==> src/rtl/constants_pkg.sv <==
// Shared fetch constants and the {pc, insn} packet type.
package constants_pkg;
  localparam int          FETCH_AWIDTH   = 32;
  localparam int          FETCH_DWIDTH   = 32;
  localparam logic [31:0] FETCH_BASEADDR = 32'h0100_0000;
  localparam int          INSN_BYTES     = 4;

  typedef struct packed {
    logic [FETCH_AWIDTH-1:0] pc;
    logic [FETCH_DWIDTH-1:0] insn;
  } fetch_pkt_t;
endpackage

==> src/rtl/fetch_skid.sv <==
// One-entry skid buffer catching a response that arrives while the output slot is stalled.
module fetch_skid
  import constants_pkg::*;
#(
  parameter type pkt_t = fetch_pkt_t
) (
  input  logic clk,
  input  logic reset,
  input  logic flush,
  input  logic wr_en,
  input  pkt_t wr_pkt,
  input  logic rd_en,
  output logic full,
  output pkt_t rd_pkt
);
  pkt_t buf_q;
  logic full_q;

  always_ff @(posedge clk) begin
    if (reset || flush)  full_q <= 1'b0;
    else if (wr_en)      full_q <= 1'b1;
    else if (rd_en)      full_q <= 1'b0;
  end

  always_ff @(posedge clk) begin
    if (reset)       buf_q <= '0;
    else if (wr_en)  buf_q <= wr_pkt;
  end

  assign full   = full_q;
  assign rd_pkt = buf_q;
endmodule

==> src/rtl/fetch_stage.sv <==
// Instruction fetch front end: PC, 1-cycle imem, skid-buffered valid/ready output.
// Optional FETCH_PERF_CNT_EN adds handshake and stall counters.
module fetch_stage
  import constants_pkg::*;
#(
  parameter int               DWIDTH   = FETCH_DWIDTH,
  parameter int               AWIDTH   = FETCH_AWIDTH,
  parameter logic [AWIDTH-1:0] BASEADDR = AWIDTH'(FETCH_BASEADDR)
) (
  input  logic              clk,
  input  logic              reset,
  output logic              imem_req_o,
  output logic [AWIDTH-1:0] imem_addr_o,
  input  logic [DWIDTH-1:0] imem_rdata_i,
  input  logic              redirect_valid_i,
  input  logic [AWIDTH-1:0] redirect_pc_i,
  input  logic              ready_i,
  output logic              valid_o,
  output logic [AWIDTH-1:0] pc_o,
  output logic [DWIDTH-1:0] insn_o
`ifdef FETCH_PERF_CNT_EN
  ,
  output logic [31:0]       fetched_cnt_o,
  output logic [31:0]       stall_cnt_o
`endif
);
  typedef struct packed {
    logic [AWIDTH-1:0] pc;
    logic [DWIDTH-1:0] insn;
  } pkt_t;

  logic [AWIDTH-1:0] pc_q, pend_pc_q;
  logic              pend_q, valid_q;
  pkt_t              out_q, resp_pkt, skid_pkt;
  logic              issue, hs, stall, load_resp, skid_full, skid_wr, skid_rd;

  assign stall     = valid_q && !ready_i;
  assign hs        = valid_q && ready_i;
  assign issue     = !reset && !redirect_valid_i && !skid_full && !stall;
  assign resp_pkt  = '{pc: pend_pc_q, insn: imem_rdata_i};
  // A response goes straight to the output only if nothing older sits in the skid.
  assign load_resp = pend_q && !stall && !skid_full;
  assign skid_wr   = pend_q && !load_resp && !redirect_valid_i;
  assign skid_rd   = hs && skid_full && !redirect_valid_i;

  fetch_skid #(.pkt_t(pkt_t)) u_skid (
    .clk    (clk),
    .reset  (reset),
    .flush  (redirect_valid_i),
    .wr_en  (skid_wr),
    .wr_pkt (resp_pkt),
    .rd_en  (skid_rd),
    .full   (skid_full),
    .rd_pkt (skid_pkt)
  );

  always_ff @(posedge clk) begin
    if (reset) begin
      pc_q      <= BASEADDR;
      pend_q    <= 1'b0;
      pend_pc_q <= '0;
      valid_q   <= 1'b0;
      out_q     <= '0;
    end else if (redirect_valid_i) begin
      pc_q    <= redirect_pc_i & ~AWIDTH'(INSN_BYTES - 1);
      pend_q  <= 1'b0;
      valid_q <= 1'b0;
    end else begin
      pend_q <= issue;
      if (issue) begin
        pend_pc_q <= pc_q;
        pc_q      <= pc_q + AWIDTH'(INSN_BYTES);
      end
      if (hs && skid_full) begin
        out_q   <= skid_pkt;
        valid_q <= 1'b1;
      end else if (load_resp) begin
        out_q   <= resp_pkt;
        valid_q <= 1'b1;
      end else if (hs) begin
        valid_q <= 1'b0;
      end
    end
  end

  assign imem_req_o  = issue;
  assign imem_addr_o = pc_q;
  assign valid_o     = valid_q;
  assign pc_o        = out_q.pc;
  assign insn_o      = out_q.insn;

`ifdef FETCH_PERF_CNT_EN
  logic [31:0] fetched_q, stall_q;

  // Counters only clear on reset; redirects do not touch them.
  always_ff @(posedge clk) begin
    if (reset) begin
      fetched_q <= '0;
      stall_q   <= '0;
    end else begin
      if (hs)    fetched_q <= fetched_q + 32'd1;
      if (stall) stall_q   <= stall_q + 32'd1;
    end
  end

  assign fetched_cnt_o = fetched_q;
  assign stall_cnt_o   = stall_q;
`endif
endmodule

==> config.mk <==
export PLATFORM = sky130hd
export DESIGN_NAME = fetch_stage
export DESIGN_NICKNAME = d
export VERILOG_FILES = /design/src/rtl/constants_pkg.sv /design/src/rtl/fetch_skid.sv /design/src/rtl/fetch_stage.sv
export SDC_FILE = /design/constraint.sdc
export NUM_CORES = 1
export LEC_CHECK = 0
export CAP_MARGIN = 20
export CELL_PAD_IN_SITES_DETAIL_PLACEMENT = 1
export CELL_PAD_IN_SITES_GLOBAL_PLACEMENT = 1
export CORE_MARGIN = 4
export CORE_UTILIZATION = 50
export CTS_BUF_LIST = sky130_fd_sc_hd__clkbuf_4 sky130_fd_sc_hd__clkbuf_8
export DETAILED_ROUTE_END_ITERATION = 16
export DONT_BUFFER_PORTS = 1
export PLACE_DENSITY = 0.93
export SYNTH_ARGS = -nofsm -noshare
export SYNTH_HDL_FRONTEND = slang
export SYNTH_SLANG_ARGS = --single-unit
==> constraint.sdc <==
create_clock -name clk -period 5.9 [get_ports clk]
set_clock_uncertainty 0.2 [all_clocks]
set_input_delay 1.18 -clock clk [delete_from_list [all_inputs] [get_ports clk]]
set_output_delay 1.18 -clock clk [all_outputs]
set_load 0.02 [all_outputs]
======== Yosys cells after proc, flatten, opt, wreduce, memory -nomap -nowiden ========
Index checks and enable logic that the tools add are counted.
cells by class
  muxes and demuxes ....................... 9
  reduce and logical (&&, ||, !) cells .... 25
  $add $sub $neg .......................... 1
  bitwise gates (word level) .............. 1
operators by type and width
  kind                                            number
  2-to-1 mux 64 bit                               2
  2-to-1 mux 32 bit                               2
  adder 32 x 3 -> 32 bit (second input constant)  1
  logical AND 1 bit                               11
  logical NOT 1 bit                               6
  nonzero test 2 bit                              3
  2-to-1 mux 1 bit                                5
  AND reduction 2 bit                             2
  nonzero test 3 bit                              1
  OR reduction 2 bit                              1
  logical OR 1 bit                                1
  NOT 1 bit                                       1
word-level totals
  bits of input ports ..................... 68
  word-level logic and storage cells ...... 46
  register bits ........................... 195
  output and inout bits ................... 98

======== Longest topological paths before layout ========
Gate-level depths: netlist of run 1.
  word-level depth ........................ 9
  gate-level depth with buffers ........... 9
  depth with buffers taken out ............ 7

======== Cells and area by module ========
From an unflattened synthesis of run 1, not the netlist that was laid out.
unflattened totals
  cells, all modules ...................... 850
  area total of the unflattened synthesis .. 8247.9 sq um
modules (own cells, without submodules)
  module       sequential area each (sq um)  times used  cells each  area an instance (sq um)
  fetch_stage  2522.4                        1           640         5926.9
  fetch_skid   1301.2                        1           210         2321.0

======== Worst setup path after synthesis of run 1 ========
Ideal clock, no wire load.
  path type ............................... input to output
  start ................................... input ready_i
  end ..................................... output imem_req_o
  buffers on the path ..................... 3
  cell stages on the path ................. 7
  data arrival time ....................... 2.349 ns
  data required time ...................... 4.520 ns
  setup slack ............................. 2.171 ns
  path through ............................ nor2b_1 clkbuf_8 nor2_2 nand2_1 inv_1 buf_2 buf_1
between the ends
  longest elaborated chain between the ends .. 4
ends and longest elaborated chain
  element            line               source
  start, declared    fetch_stage.sv:17  input logic ready_i,
  logical NOT 1 bit  fetch_stage.sv:37  assign stall = valid_q && !ready_i;
  logical AND 1 bit  fetch_stage.sv:37
  logical NOT 1 bit  fetch_stage.sv:39  assign issue = !reset && !redirect_valid_i && !skid_full && !stall;
  logical AND 1 bit  fetch_stage.sv:39
  end, declared      fetch_stage.sv:12  output logic imem_req_o,
Every way passes these cells.

======== Final worst setup path of run 1 ========
Ends and elaborated chain as after synthesis.

==> out/qor.log, run 1 <==
INFO  synth          ff_latch_count_synth=187
INFO  die            vert_die_dim=132um
INFO  final_layout   finish.net_count=941
INFO  run_status     outcome=finished, final reports clean
INFO  die            die_area=0.0174mm^2
INFO  sta            setup_violations=0
INFO  sta            worstMarginPinSlew=1.11ns
INFO  sta            setup_slack=2.15ns
INFO  worst_setup_path critical_path_peak_fanout=9
INFO  global_routing grt_use_total=22.5%
INFO  sta            setup_tns=0ns
INFO  sta            finalWorstPathRequiredPeriod=3.75ns
INFO  clock_network  clock_sinks=187
INFO  global_routing grt_first_pass_wirelength=32,000um
INFO  clock_network  clock_tree.buffer_depth=2
INFO  synth          synthesized_area_divided_by_synthesized_cell_count=8.37um^2
INFO  die            placementRows=45
INFO  global_routing antenna_found_initial=0
INFO  synth          post_synth_num_cell_types=47
INFO  route          drt_drc_violations_left=0
INFO  worst_setup_path critPathRequiredTime=4.52ns
INFO  final_layout   final_core_util=54.0%
INFO  clock_network  insertion_delay=0.45ns
INFO  worst_setup_path worstSetupStartpointType=input pin
INFO  final_layout   num_antenna_cells=0
INFO  die            floorplan.initialDensity=50.8%
INFO  sta            max_slew_violation_count=0
INFO  worst_setup_path endpoint_class_of_the_critical_path=output pin
INFO  final_layout   flow.area_growth_from_synthesis=6.31%
INFO  clock_network  cts_made_buffers=17
INFO  route          drt_wl_total=19,900um
INFO  clock_network  cts_setup_buffers=0
INFO  pwr            pwr_density_cell=300mW/mm^2
INFO  route          detailroute.via_count=6,245
INFO  place          buffer_ports.inserted=0
INFO  sta            hold_viol_final=0
INFO  global_routing grt_start_max_net_pins=186
INFO  final_layout   layout.cells.most_common=sky130_fd_sc_hd__nand2_1
INFO  route          drt-pass1-iter-count=4
INFO  route          1st_iter_drt_viols=336
INFO  clock_network  clock_tree_from_tritoncts=yes
INFO  pwr            leakage=3.05nW
INFO  synth          postSynth.topFlopCell=sky130_fd_sc_hd__dfxtp_1
INFO  sta            rsz_0062_raised_after_global_routing=no
INFO  clock_network  hold_buffers=0
INFO  final_layout   drive_gt1_share=6.24%
INFO  sta            layout_worst_path_cycle_share=63.6%
INFO  place          gpl.final_weighted_congestion=0.810
INFO  synth          syn_inst=916
INFO  route          ant_nets=0
INFO  worst_setup_path critPathKind=in2out
INFO  worst_hold_path worstHoldPathType=reg2reg
INFO  clock_network  ctsHtreeMaxLevel=4
INFO  worst_setup_path crit_arrival=2.37ns
INFO  synth          seq_area_frac_synth=48.8%
INFO  job            cap_viol_max_count=0
INFO  clock_network  postCtsResizedCells=0
INFO  global_routing number_of_global_route_vias_before_repair=6,201
INFO  die            top_level_ports=166
INFO  sta            max_freq=266MHz
INFO  die            fp.dieW=132um
INFO  global_routing grt-ovfl-total=0
INFO  place          dp_hpwl=13,000um
INFO  clock_network  clkTransAtPathRegs=0.08ns
INFO  synth          async_flop_share=0%
INFO  clock_network  cts_root_buffer_type=sky130_fd_sc_hd__clkbuf_8
INFO  final_layout   layout_common_cells=sky130_fd_sc_hd__nand2_1 (225), sky130_fd_sc_hd__dfxtp_1 (187), sky130_fd_sc_hd__a21oi_1 (102)
INFO  pwr            vdd_drop_max=0.133mV
INFO  sta            timing.slew.headroom=26.2%
INFO  route          route.detailed.vias_per_inst=5.84
INFO  synth          syn_area=0.00767mm^2
INFO  route          drt-wirelength-per-cell=18.6um
INFO  place          dpl_worst_slack=1.97ns
INFO  synth          synth-edff-count=0
INFO  synth          synth.yosys.warnings=0
INFO  die            placeable_core_area=0.0151mm^2
flip-flops by register name, indices dropped and copies added (netlist names):
| register | flops |
|---|---|
| pend_q | 1 |
| valid_o | 1 |
| imem_addr_o | 30 |
| pc_o | 30 |
| u_skid.full | 1 |
| insn_o | 32 |
| pend_pc_q | 30 |
| u_skid.rd_pkt | 62 |
worst max-delay path: stages:
cell and delay [ns]:
sky130_fd_sc_hd__nor2b_1 0.62, sky130_fd_sc_hd__nor2_2 0.23, sky130_fd_sc_hd__nand2_1 0.18, sky130_fd_sc_hd__inv_1 0.15
Yosys cell counts (2+ instances only):
master / instances / area (um^2)
sky130_fd_sc_hd__mux2_2: 3 / 33.8
sky130_fd_sc_hd__or4_2: 4 / 35.0
sky130_fd_sc_hd__xor2_1: 11 / 96.3
sky130_fd_sc_hd__nor2_1: 80 / 300
sky130_fd_sc_hd__dfxtp_1: 187 / 3740
sky130_fd_sc_hd__and2_1: 2 / 12.5
sky130_fd_sc_hd__and3_1: 2 / 12.5
sky130_fd_sc_hd__a211oi_1: 73 / 548
sky130_fd_sc_hd__buf_2: 2 / 10.0
sky130_fd_sc_hd__nor3_1: 4 / 20.0
sky130_fd_sc_hd__and3_2: 2 / 15.0
sky130_fd_sc_hd__or2_2: 2 / 12.5
sky130_fd_sc_hd__nor4_1: 4 / 25.0
sky130_fd_sc_hd__or3_1: 4 / 25.0
sky130_fd_sc_hd__clkbuf_1: 54 / 203
sky130_fd_sc_hd__o21ai_0: 4 / 20.0
sky130_fd_sc_hd__a311oi_1: 2 / 17.5
sky130_fd_sc_hd__inv_1: 6 / 22.5
sky130_fd_sc_hd__nand2b_1: 2 / 12.5
sky130_fd_sc_hd__nor4b_1: 4 / 35.0
sky130_fd_sc_hd__a2bb2oi_1: 2 / 17.5
sky130_fd_sc_hd__a211o_1: 2 / 17.5
sky130_fd_sc_hd__mux2i_1: 64 / 641
sky130_fd_sc_hd__a21boi_0: 2 / 15.0
sky130_fd_sc_hd__nand3_1: 13 / 65.1
sky130_fd_sc_hd__a31oi_1: 6 / 37.5
sky130_fd_sc_hd__buf_4: 4 / 30.0
sky130_fd_sc_hd__buf_1: 13 / 48.8
sky130_fd_sc_hd__a21oi_1: 102 / 510
sky130_fd_sc_hd__xnor2_1: 4 / 35.0
sky130_fd_sc_hd__nand4_1: 12 / 75.1
sky130_fd_sc_hd__nand2_1: 225 / 845
logic make-up (layout without fill, tap and decap cells):
family                     after synthesis  in the layout  synth area share [%]
and+or+nand+nor                        368            368                  20.4
AOI/OAI and AO/OA                      196            196                  15.8
DFF                                    187            187                  48.8
buffers and inverters                   81             43                  4.32
muxes                                   67             67                  8.79
xor gates and xnor gates                15             15                  1.71
adders and majority gates                1              1                 0.163
other                                    1              4                0.0489
final timing paths:
check | slack, ns | start | depth (start not counted) | endpoint
max | 2.15 | ready_i | 4 | imem_req_o
min | 0.26 | u_skid.rd_pkt[1] | 2 | u_skid.rd_pkt[1]
max reg2reg | 2.46 | valid_o | 6 | u_skid.rd_pkt[17]
min reg2reg | 0.26 | u_skid.rd_pkt[1] | 2 | u_skid.rd_pkt[1]
through the flow:
step | area [um^2] | power (W) | hold slack (ns) | cells
detailed placement | 7700 | 0.00154 | 0.242 | 1040
global route | 8150 | 0.00254 | 0.273 | 1069
finish | 8150 | 0.00244 | 0.257 | 1069
CTS | 8130 | 0.00246 | 0.254 | 1068
floorplan | 7680 | 0.00152 | 0.236 | 919
global placement | 7700 | 0.00153 | 0.235 | 1040
layer usage:
layer	wire length (um)	GRT usage [%]	vias to the layer above
met2	9170	36.6	179
met1	9140	29.2	2982
li1	-	-	3068
met3	1370	7.25	16
met5	0	0	-
met4	210	5.54	0
final cells by class:
type	instances	area, um^2
multi-input cells	651	3640
inverters	7	26.3
clock inverters	9	173
fillers	1793	6940
clock buffers	19	255
flip-flops and latches	187	3740
well taps	188	235
repair buffers	8	80.1
report_power, final:
part	switching, W	internal [W]
combinational	0.0000672	0.0000476
clock	0.000423	0.000509
sequential	0.0000925	0.00130
(Power assumes the default switching activity.)
==> run 2: changes to the inputs <==
--- a/config.mk
+++ b/config.mk
@@ -9,11 +9,11 @@
 export CELL_PAD_IN_SITES_DETAIL_PLACEMENT = 1
 export CELL_PAD_IN_SITES_GLOBAL_PLACEMENT = 1
 export CORE_MARGIN = 4
-export CORE_UTILIZATION = 50
+export CORE_UTILIZATION = 44
 export CTS_BUF_LIST = sky130_fd_sc_hd__clkbuf_4 sky130_fd_sc_hd__clkbuf_8
 export DETAILED_ROUTE_END_ITERATION = 16
 export DONT_BUFFER_PORTS = 1
-export PLACE_DENSITY = 0.93
+export PLACE_DENSITY = 0.87
 export SYNTH_ARGS = -nofsm -noshare
 export SYNTH_HDL_FRONTEND = slang
 export SYNTH_SLANG_ARGS = --single-unit
==> constraint.sdc (replaced) <==
create_clock -name clk -period 3.3 [get_ports clk]
set_clock_uncertainty 0.2 [all_clocks]
set_input_delay 0.66 -clock clk [delete_from_list [all_inputs] [get_ports clk]]
set_output_delay 0.66 -clock clk [all_outputs]
set_load 0.02 [all_outputs]
==> run 2 against run 1 <==
  * Power increased by 71%
  * Via count about the same
  * Sequential share of layout area decreased by 0.61 points
  * Highest routed layer unchanged
  * Global-route usage decreased by 2.0 points
  * Core utilization decreased by 5.9 points
  * Clock-buffer cell count increased by 3
  * Non-clock buffer count increased by 13
  * Largest power group unchanged
  * Setup slack got worse by 1.8 ns
  * Critical path type is now reg2out
  * Design area increased by 1.4%
  * Critical path depth unchanged
==> out/qor.log, run 2 (synthesis results as in run 1) <==
INFO  final_layout   num_antenna_cells=0 [unchanged]
INFO  sta            setup_tns=0ns [unchanged]
INFO  die            placementRows=48 [+6.7%]
INFO  sta            setup_violations=0 [unchanged]
INFO  global_routing grt_use_total=20.5% [-2.0 points]
INFO  sta            max_freq=344MHz
INFO  worst_setup_path setup.reg_to_reg.worst_slack=0.42ns [-2.04 ns]
INFO  route          ant_nets=0 [unchanged]
INFO  worst_setup_path critPathRequiredTime=2.44ns [-2.08 ns]
INFO  route          drt-pass1-iter-count=4 [unchanged]
INFO  route          1st_iter_drt_viols=286 [-15%]
INFO  clock_network  hold_buffers=0 [unchanged]
INFO  die            vert_die_dim=140um [+6.2%]
INFO  sta            worstMarginPinSlew=0.737ns [-0.369 ns]
INFO  worst_hold_path worst_hold_startpoint=reset
INFO  job            cap_viol_max_count=0 [unchanged]
INFO  route          detailroute.via_count=6,250 [+0.080%]
INFO  die            fp.dieW=140um [+6.2%]
INFO  pwr            vdd_drop_max=0.247mV [+87%]
INFO  worst_setup_path endpoint_class_of_the_critical_path=output pin
INFO  sta            timing.slew.headroom=50.7% [+25 points]
INFO  global_routing grt-ovfl-total=0 [unchanged]
INFO  route          drt-wirelength-per-cell=17.9um [-3.9%]
INFO  place          gpl.final_weighted_congestion=0.823 [+1.6%]
INFO  pwr            leakage=3.10nW [+1.5%]
INFO  final_layout   largest_register_ffs=62 [unchanged]
INFO  worst_setup_path critical_path.cell_chain=nor2b_1, nor2_2, nand2_1, inv_1
INFO  clock_network  postCtsResizedCells=0 [unchanged]
INFO  final_layout   final_core_util=48.1% [-5.9 points]
INFO  sta            finalWorstPathRequiredPeriod=2.91ns
INFO  clock_network  clock_sinks=187 [unchanged]
INFO  final_layout   layout.cells.most_common=sky130_fd_sc_hd__nand2_1
INFO  die            die_area=0.0196mm^2 [+13%]
INFO  clock_network  cts_root_buffer_type=sky130_fd_sc_hd__clkbuf_8
INFO  worst_setup_path crit_arrival=2.05ns [-0.32 ns]
INFO  clock_network  clock_tree.buffer_depth=2 [unchanged]
INFO  place          dp_hpwl=13,500um [+4.2%]
INFO  route          drt_drc_violations_left=0 [unchanged]
INFO  worst_setup_path worstSetupStartpointType=register
INFO  worst_setup_path regToRegStartpoint=valid_o
INFO  clock_network  cts_made_buffers=17 [unchanged]
INFO  global_routing number_of_global_route_vias_before_repair=6,323 [+2.0%]
INFO  die            top_level_ports=166 [unchanged]
INFO  run_status     outcome=finished, final reports clean
INFO  worst_hold_path worstHoldPathCells=1 [-1]
INFO  sta            max_slew_violation_count=0 [unchanged]
INFO  worst_hold_path worstHoldPathType=in2reg
INFO  final_layout   finish.net_count=954 [+1.4%]
INFO  final_layout   layout_common_cells=sky130_fd_sc_hd__nand2_1 (225), sky130_fd_sc_hd__dfxtp_1 (187), sky130_fd_sc_hd__a21oi_1 (102)
INFO  die            placeable_core_area=0.0172mm^2 [+14%]
INFO  clock_network  clkTransAtPathRegs=0.09ns [about the same]
INFO  route          route.detailed.vias_per_inst=5.57 [-4.6%]
INFO  global_routing grt_first_pass_wirelength=33,000um [+2.9%]
INFO  final_layout   flow.area_growth_from_synthesis=7.75%
INFO  worst_setup_path reg2reg_to=imem_addr_o[14]
INFO  global_routing antenna_found_initial=0 [unchanged]
INFO  clock_network  ctsHtreeMaxLevel=4 [unchanged]
INFO  place          buffer_ports.inserted=0 [unchanged]
INFO  worst_setup_path max_stage_delay=0.60ns [-0.02 ns]
INFO  worst_setup_path timing.reg2reg.worst_path_depth=7 [+1]
INFO  sta            rsz_0062_raised_after_global_routing=no
INFO  worst_setup_path critical_path_peak_fanout=13 [+4]
INFO  global_routing grt_start_max_net_pins=186 [unchanged]
INFO  pwr            pwr_density_cell=507mW/mm^2 [+69%]
INFO  clock_network  insertion_delay=0.45ns [about the same]
INFO  worst_setup_path crit_path_top_delay_cell=sky130_fd_sc_hd__nor2b_1
INFO  die            floorplan.initialDensity=44.6% [-6.2 points]
INFO  worst_hold_path hold_end=imem_addr_o[16]
INFO  final_layout   drive_gt1_share=7.92% [+1.7 points]
INFO  worst_setup_path critPathKind=reg2out
INFO  clock_network  clock_tree_from_tritoncts=yes
INFO  clock_network  cts_setup_buffers=0 [unchanged]
INFO  route          drt_wl_total=20,100um [+0.86%]
INFO  sta            layout_worst_path_cycle_share=88.2%
INFO  sta            hold_viol_final=0 [unchanged]
run 2: layer usage:
layer | vias up | GRT usage, % | routed length (um)
li1 | 3080 | - | -
met1 | 2985 | 26.1 | 9010
met2 | 168 | 32.4 | 9050
met3 | 17 | 8.23 | 1750
met4 | 0 | 6.07 | 260
met5 | - | 0 | 0
run 2: metrics by stage:
| step | cells | instance area [um^2] | hold slack, ns | total power, W | setup slack, ns |
|---|---|---|---|---|---|
| 2_1_floorplan | 919 | 7680 | 0.236 | 0.00272 | 0.611 |
| 3_3_place_gp | 1090 | 7880 | 0.236 | 0.00275 | 0.241 |
| 3_5_place_dp | 1090 | 7880 | 0.242 | 0.00277 | 0.193 |
| 4_1_cts | 1121 | 8260 | 0.0407 | 0.00425 | 0.347 |
| 5_1_grt | 1122 | 8260 | 0.0214 | 0.00438 | 0.204 |
| 6_report | 1122 | 8260 | 0.0735 | 0.00419 | 0.389 |
run 2: worst max path at each step:
stage	cells past startpoint	start	endpoint
global route	4	valid_o	imem_req_o
finish	4	valid_o	imem_req_o
global placement	7	ready_i	imem_addr_o[22]
floorplan	7	ready_i	imem_req_o
detailed placement	7	ready_i	imem_addr_o[22]
CTS	4	valid_o	imem_req_o
run 2: critical path: cells and delay by family (launching register included):
kind | cells | cell delay [ns]
DFF | 1 | 0.33
buffers and inverters | 1 | 0.30
and+or+nand+nor | 3 | 0.96
run 2: final cells by class:
type,count,area (um^2)
fillers,2069,8910
flip-flops and latches,187,3740
multi-input cells,651,3640
clock buffers,22,290
well taps,225,282
repair buffers,21,193
clock inverters,9,88.8
inverters,7,26.3
run 2: where the power goes:
part	internal (W)	switching (W)	leakage, nW	total [W]
Combinational	0.0000933	0.000140	1.39	0.000233
Sequential	0.00233	0.000149	1.52	0.00248
Clock	0.000673	0.000802	0.188	0.00147
Total	0.00310	0.00109	3.10	0.00419
==> run 3: changes to the inputs <==
--- a/config.mk
+++ b/config.mk
@@ -13,7 +13,8 @@
 export CTS_BUF_LIST = sky130_fd_sc_hd__clkbuf_4 sky130_fd_sc_hd__clkbuf_8
 export DETAILED_ROUTE_END_ITERATION = 16
 export DONT_BUFFER_PORTS = 1
-export PLACE_DENSITY = 0.87
+export PLACE_DENSITY = 0.85
+export SLEW_MARGIN = 20
 export SYNTH_ARGS = -nofsm -noshare
 export SYNTH_HDL_FRONTEND = slang
 export SYNTH_SLANG_ARGS = --single-unit
==> run 3 against run 2 <==
  * Hold slack worse by 0.015 ns
  * Global-route usage up 0.087 points
  * Clock-buffer cell count unchanged
  * Sequential power about the same
  * Wire length up 1.2%
  * Critical path type unchanged
  * Setup slack better by 0.0073 ns
  * First-iteration DRC count up 5.6%
  * Combinational power about the same
==> out/qor.log, run 3 (synthesis results as in run 1) <==
INFO  run_status     outcome=finished, final reports clean
INFO  clock_network  clock_tree.buffer_depth=2 [unchanged]
INFO  worst_setup_path crit_path_top_delay_cell=sky130_fd_sc_hd__nor2b_2
INFO  pwr            design_power_total=0.00434W [+3.6%]
INFO  sta            setup_violations=0 [unchanged]
INFO  final_layout   layout_common_cells=sky130_fd_sc_hd__nand2_1 (225), sky130_fd_sc_hd__dfxtp_1 (187), sky130_fd_sc_hd__a21oi_1 (102)
INFO  route          detailroute.via_count=6,295 [+0.72%]
INFO  worst_setup_path reg2reg_to=imem_addr_o[29]
INFO  clock_network  clkTransAtPathRegs=0.09ns [about the same]
INFO  sta            setup_slack=0.396ns [+0.00731 ns]
INFO  worst_hold_path worst_hold_startpoint=reset
INFO  sta            max_freq=344MHz [+0.25%]
INFO  die            vert_die_dim=140um [unchanged]
INFO  route          drt_wl_total=20,300um [+1.2%]
INFO  worst_setup_path critPathRequiredTime=2.44ns [about the same]
INFO  sta            layout_worst_path_cycle_share=88.0% [-0.22 points]
INFO  worst_setup_path timing.critical_path.max_delay_family=buffers and inverters
INFO  place          placement.cell_area=0.00791mm^2 [+0.41%]
INFO  final_layout   flow.area_growth_from_synthesis=8.79%
INFO  worst_setup_path worstSetupStartpointType=register
INFO  worst_setup_path regToRegStartpoint=imem_addr_o[9]
INFO  clock_network  cts_made_buffers=17 [unchanged]
INFO  pwr            leakage=3.13nW [+0.99%]
INFO  clock_network  clock_sinks=187 [unchanged]
INFO  worst_setup_path worstSetupPathDepth=6 [+2]
INFO  worst_setup_path critical_path.cell_chain=nor2b_2, nor2_2, buf_4, nand2_1, inv_1, buf_4
INFO  place          dp_hpwl=13,700um [+1.3%]
INFO  sta            worstMarginPinSlew=0.663ns [-0.0743 ns]
INFO  global_routing antenna_found_initial=0 [unchanged]
INFO  route          drt-wirelength-per-cell=18.1um [+1.1%]
INFO  job            cap_viol_max_count=0 [unchanged]
INFO  global_routing grt_first_pass_wirelength=33,200um [+0.61%]
INFO  final_layout   largest_register_ffs=62 [unchanged]
INFO  sta            rsz_0062_raised_after_global_routing=no
INFO  clock_network  insertion_delay=0.46ns [about the same]
INFO  clock_network  ctsHtreeMaxLevel=4 [unchanged]
INFO  worst_setup_path setup.worst_path.start=valid_o
INFO  clock_network  cts_root_buffer_type=sky130_fd_sc_hd__clkbuf_8
INFO  worst_setup_path max_stage_delay=0.44ns [-0.16 ns]
INFO  final_layout   final_area=0.00834mm^2 [+0.97%]
INFO  final_layout   layout.cells.most_common=sky130_fd_sc_hd__nand2_1
INFO  route          drt_drc_violations_left=0 [unchanged]
INFO  clock_network  cts_setup_buffers=0 [unchanged]
INFO  pwr            pwr_density_cell=520mW/mm^2 [+2.6%]
INFO  sta            hold_viol_final=0 [unchanged]
INFO  final_layout   final_cell_count_no_fill=1,123 [+0.089%]
INFO  die            fp.dieW=140um [unchanged]
INFO  die            placementRows=48 [unchanged]
INFO  place          buffer_ports.inserted=0 [unchanged]
INFO  route          drt-pass1-iter-count=4 [unchanged]
INFO  place          placed_cells_incl_taps=1,091 [+0.092%]
INFO  final_layout   multi_input_gate_area_in_the_final_layout=0.00364mm^2 [about the same]
INFO  worst_setup_path crit_arrival=2.04ns [about the same]
INFO  sta            timing.slew.headroom=55.7% [+4.9 points]
INFO  route          ant_nets=0 [unchanged]
INFO  clock_network  clock_tree_from_tritoncts=yes
INFO  die            top_level_ports=166 [unchanged]
INFO  worst_setup_path critical_path_peak_fanout=13 [unchanged]
INFO  global_routing grt_start_max_net_pins=186 [unchanged]
INFO  route          route.detailed.vias_per_inst=5.61 [+0.63%]
INFO  final_layout   seqCellArea=0.00374mm^2 [unchanged]
INFO  worst_setup_path critical_path.endpoint=imem_req_o
INFO  route          1st_iter_drt_viols=302 [+5.6%]
INFO  final_layout   num_antenna_cells=0 [unchanged]
INFO  clock_network  hold_buffers=0 [unchanged]
INFO  worst_setup_path timing.reg2reg.worst_path_depth=5 [-2]
INFO  global_routing grt_use_total=20.6% [+0.087 points]
INFO  place          dpl_worst_slack=0.430ns [+0.238 ns]
INFO  worst_setup_path cp_common_cell=sky130_fd_sc_hd__buf_4
INFO  worst_setup_path critPathKind=reg2out
INFO  final_layout   fillerInstances=2,075 [+0.29%]
INFO  worst_setup_path worst-path-buf-inv=3 [+2]
INFO  sta            max_slew_violation_count=0 [unchanged]
INFO  global_routing number_of_global_route_vias_before_repair=6,225 [-1.5%]
INFO  pwr            vdd_drop_max=0.249mV [+0.75%]
INFO  place          gpl.final_weighted_congestion=0.888 [+8.0%]
INFO  global_routing grt-ovfl-total=0 [unchanged]
INFO  worst_hold_path worstHoldPathType=in2reg
INFO  worst_setup_path setup.reg_to_reg.worst_slack=0.48ns [+0.06 ns]
INFO  worst_setup_path endpoint_class_of_the_critical_path=output pin
INFO  die            die_area=0.0196mm^2 [unchanged]
INFO  sta            finalWorstPathRequiredPeriod=2.90ns [-0.00731 ns]
INFO  final_layout   drive_gt1_share=8.13% [+0.21 points]
INFO  final_layout   finish.net_count=954 [unchanged]
INFO  die            floorplan.initialDensity=44.6% [unchanged]
INFO  die            placeable_core_area=0.0172mm^2 [unchanged]
INFO  sta            setup_tns=0ns [unchanged]
-- run 3: changes by cell type in the layout (fill, tap and decap cells not counted), sizes merged --
cell,change
bufinv,+2
clkinv,-1
-- run 3: worst min path at each step --
stage	endpoint	cells past startpoint
5_1_grt	imem_addr_o[30]	1
3_5_place_dp	u_skid.rd_pkt[2]	2
6_report	imem_addr_o[19]	1
2_1_floorplan	u_skid.rd_pkt[0]	2
4_1_cts	imem_addr_o[20]	1
3_3_place_gp	u_skid.rd_pkt[53]	2
-- run 3: metrics by stage --
step                      hold slack (ns)  utilization, %
final                              0.0584            48.6
after global routing               0.0243            48.6
after CTS                          0.0357            48.6
after detailed placement            0.243            46.1
after global placement              0.235            46.1
after floorplan                     0.236               -
-- run 3: layer usage --
layer	wire, um	GRT usage [%]
met1	8940	26.7
met2	9390	32.8
met3	1780	7.99
met4	189	4.69
met5	0	0
-- run 3: repair_timing --
item,in CTS,in global routing
endpoints found under the setup margin,0,1
gates resized for setup,0,1
hold endpoints to repair,0,0
-- run 3: worst reg2reg max path, cell delays in order, from the launching register on --
cell and delay, ns:
sky130_fd_sc_hd__dfxtp_1 0.63, sky130_fd_sc_hd__nand4_2 0.24, sky130_fd_sc_hd__or3b_1 0.51, sky130_fd_sc_hd__or4_4 0.56, sky130_fd_sc_hd__or3_1 0.35, sky130_fd_sc_hd__a311oi_1 0.25
-- run 3: cell type report --
class,instances,area share (%)
Multi-Input combinational cell,651,43.7
Inverter,7,0.315
Sequential cell,187,44.9
Clock buffer,22,3.48
Clock inverter,10,1.66
Tap cell,225,3.37
Timing Repair Buffer,21,2.64
-- run 3: report_power, final --
group          switching (W)  total [W]  internal (W)
Combinational       0.000135   0.000230     0.0000952
Sequential          0.000154    0.00249       0.00233
Clock               0.000796    0.00162      0.000828
Total                0.00108    0.00434       0.00325
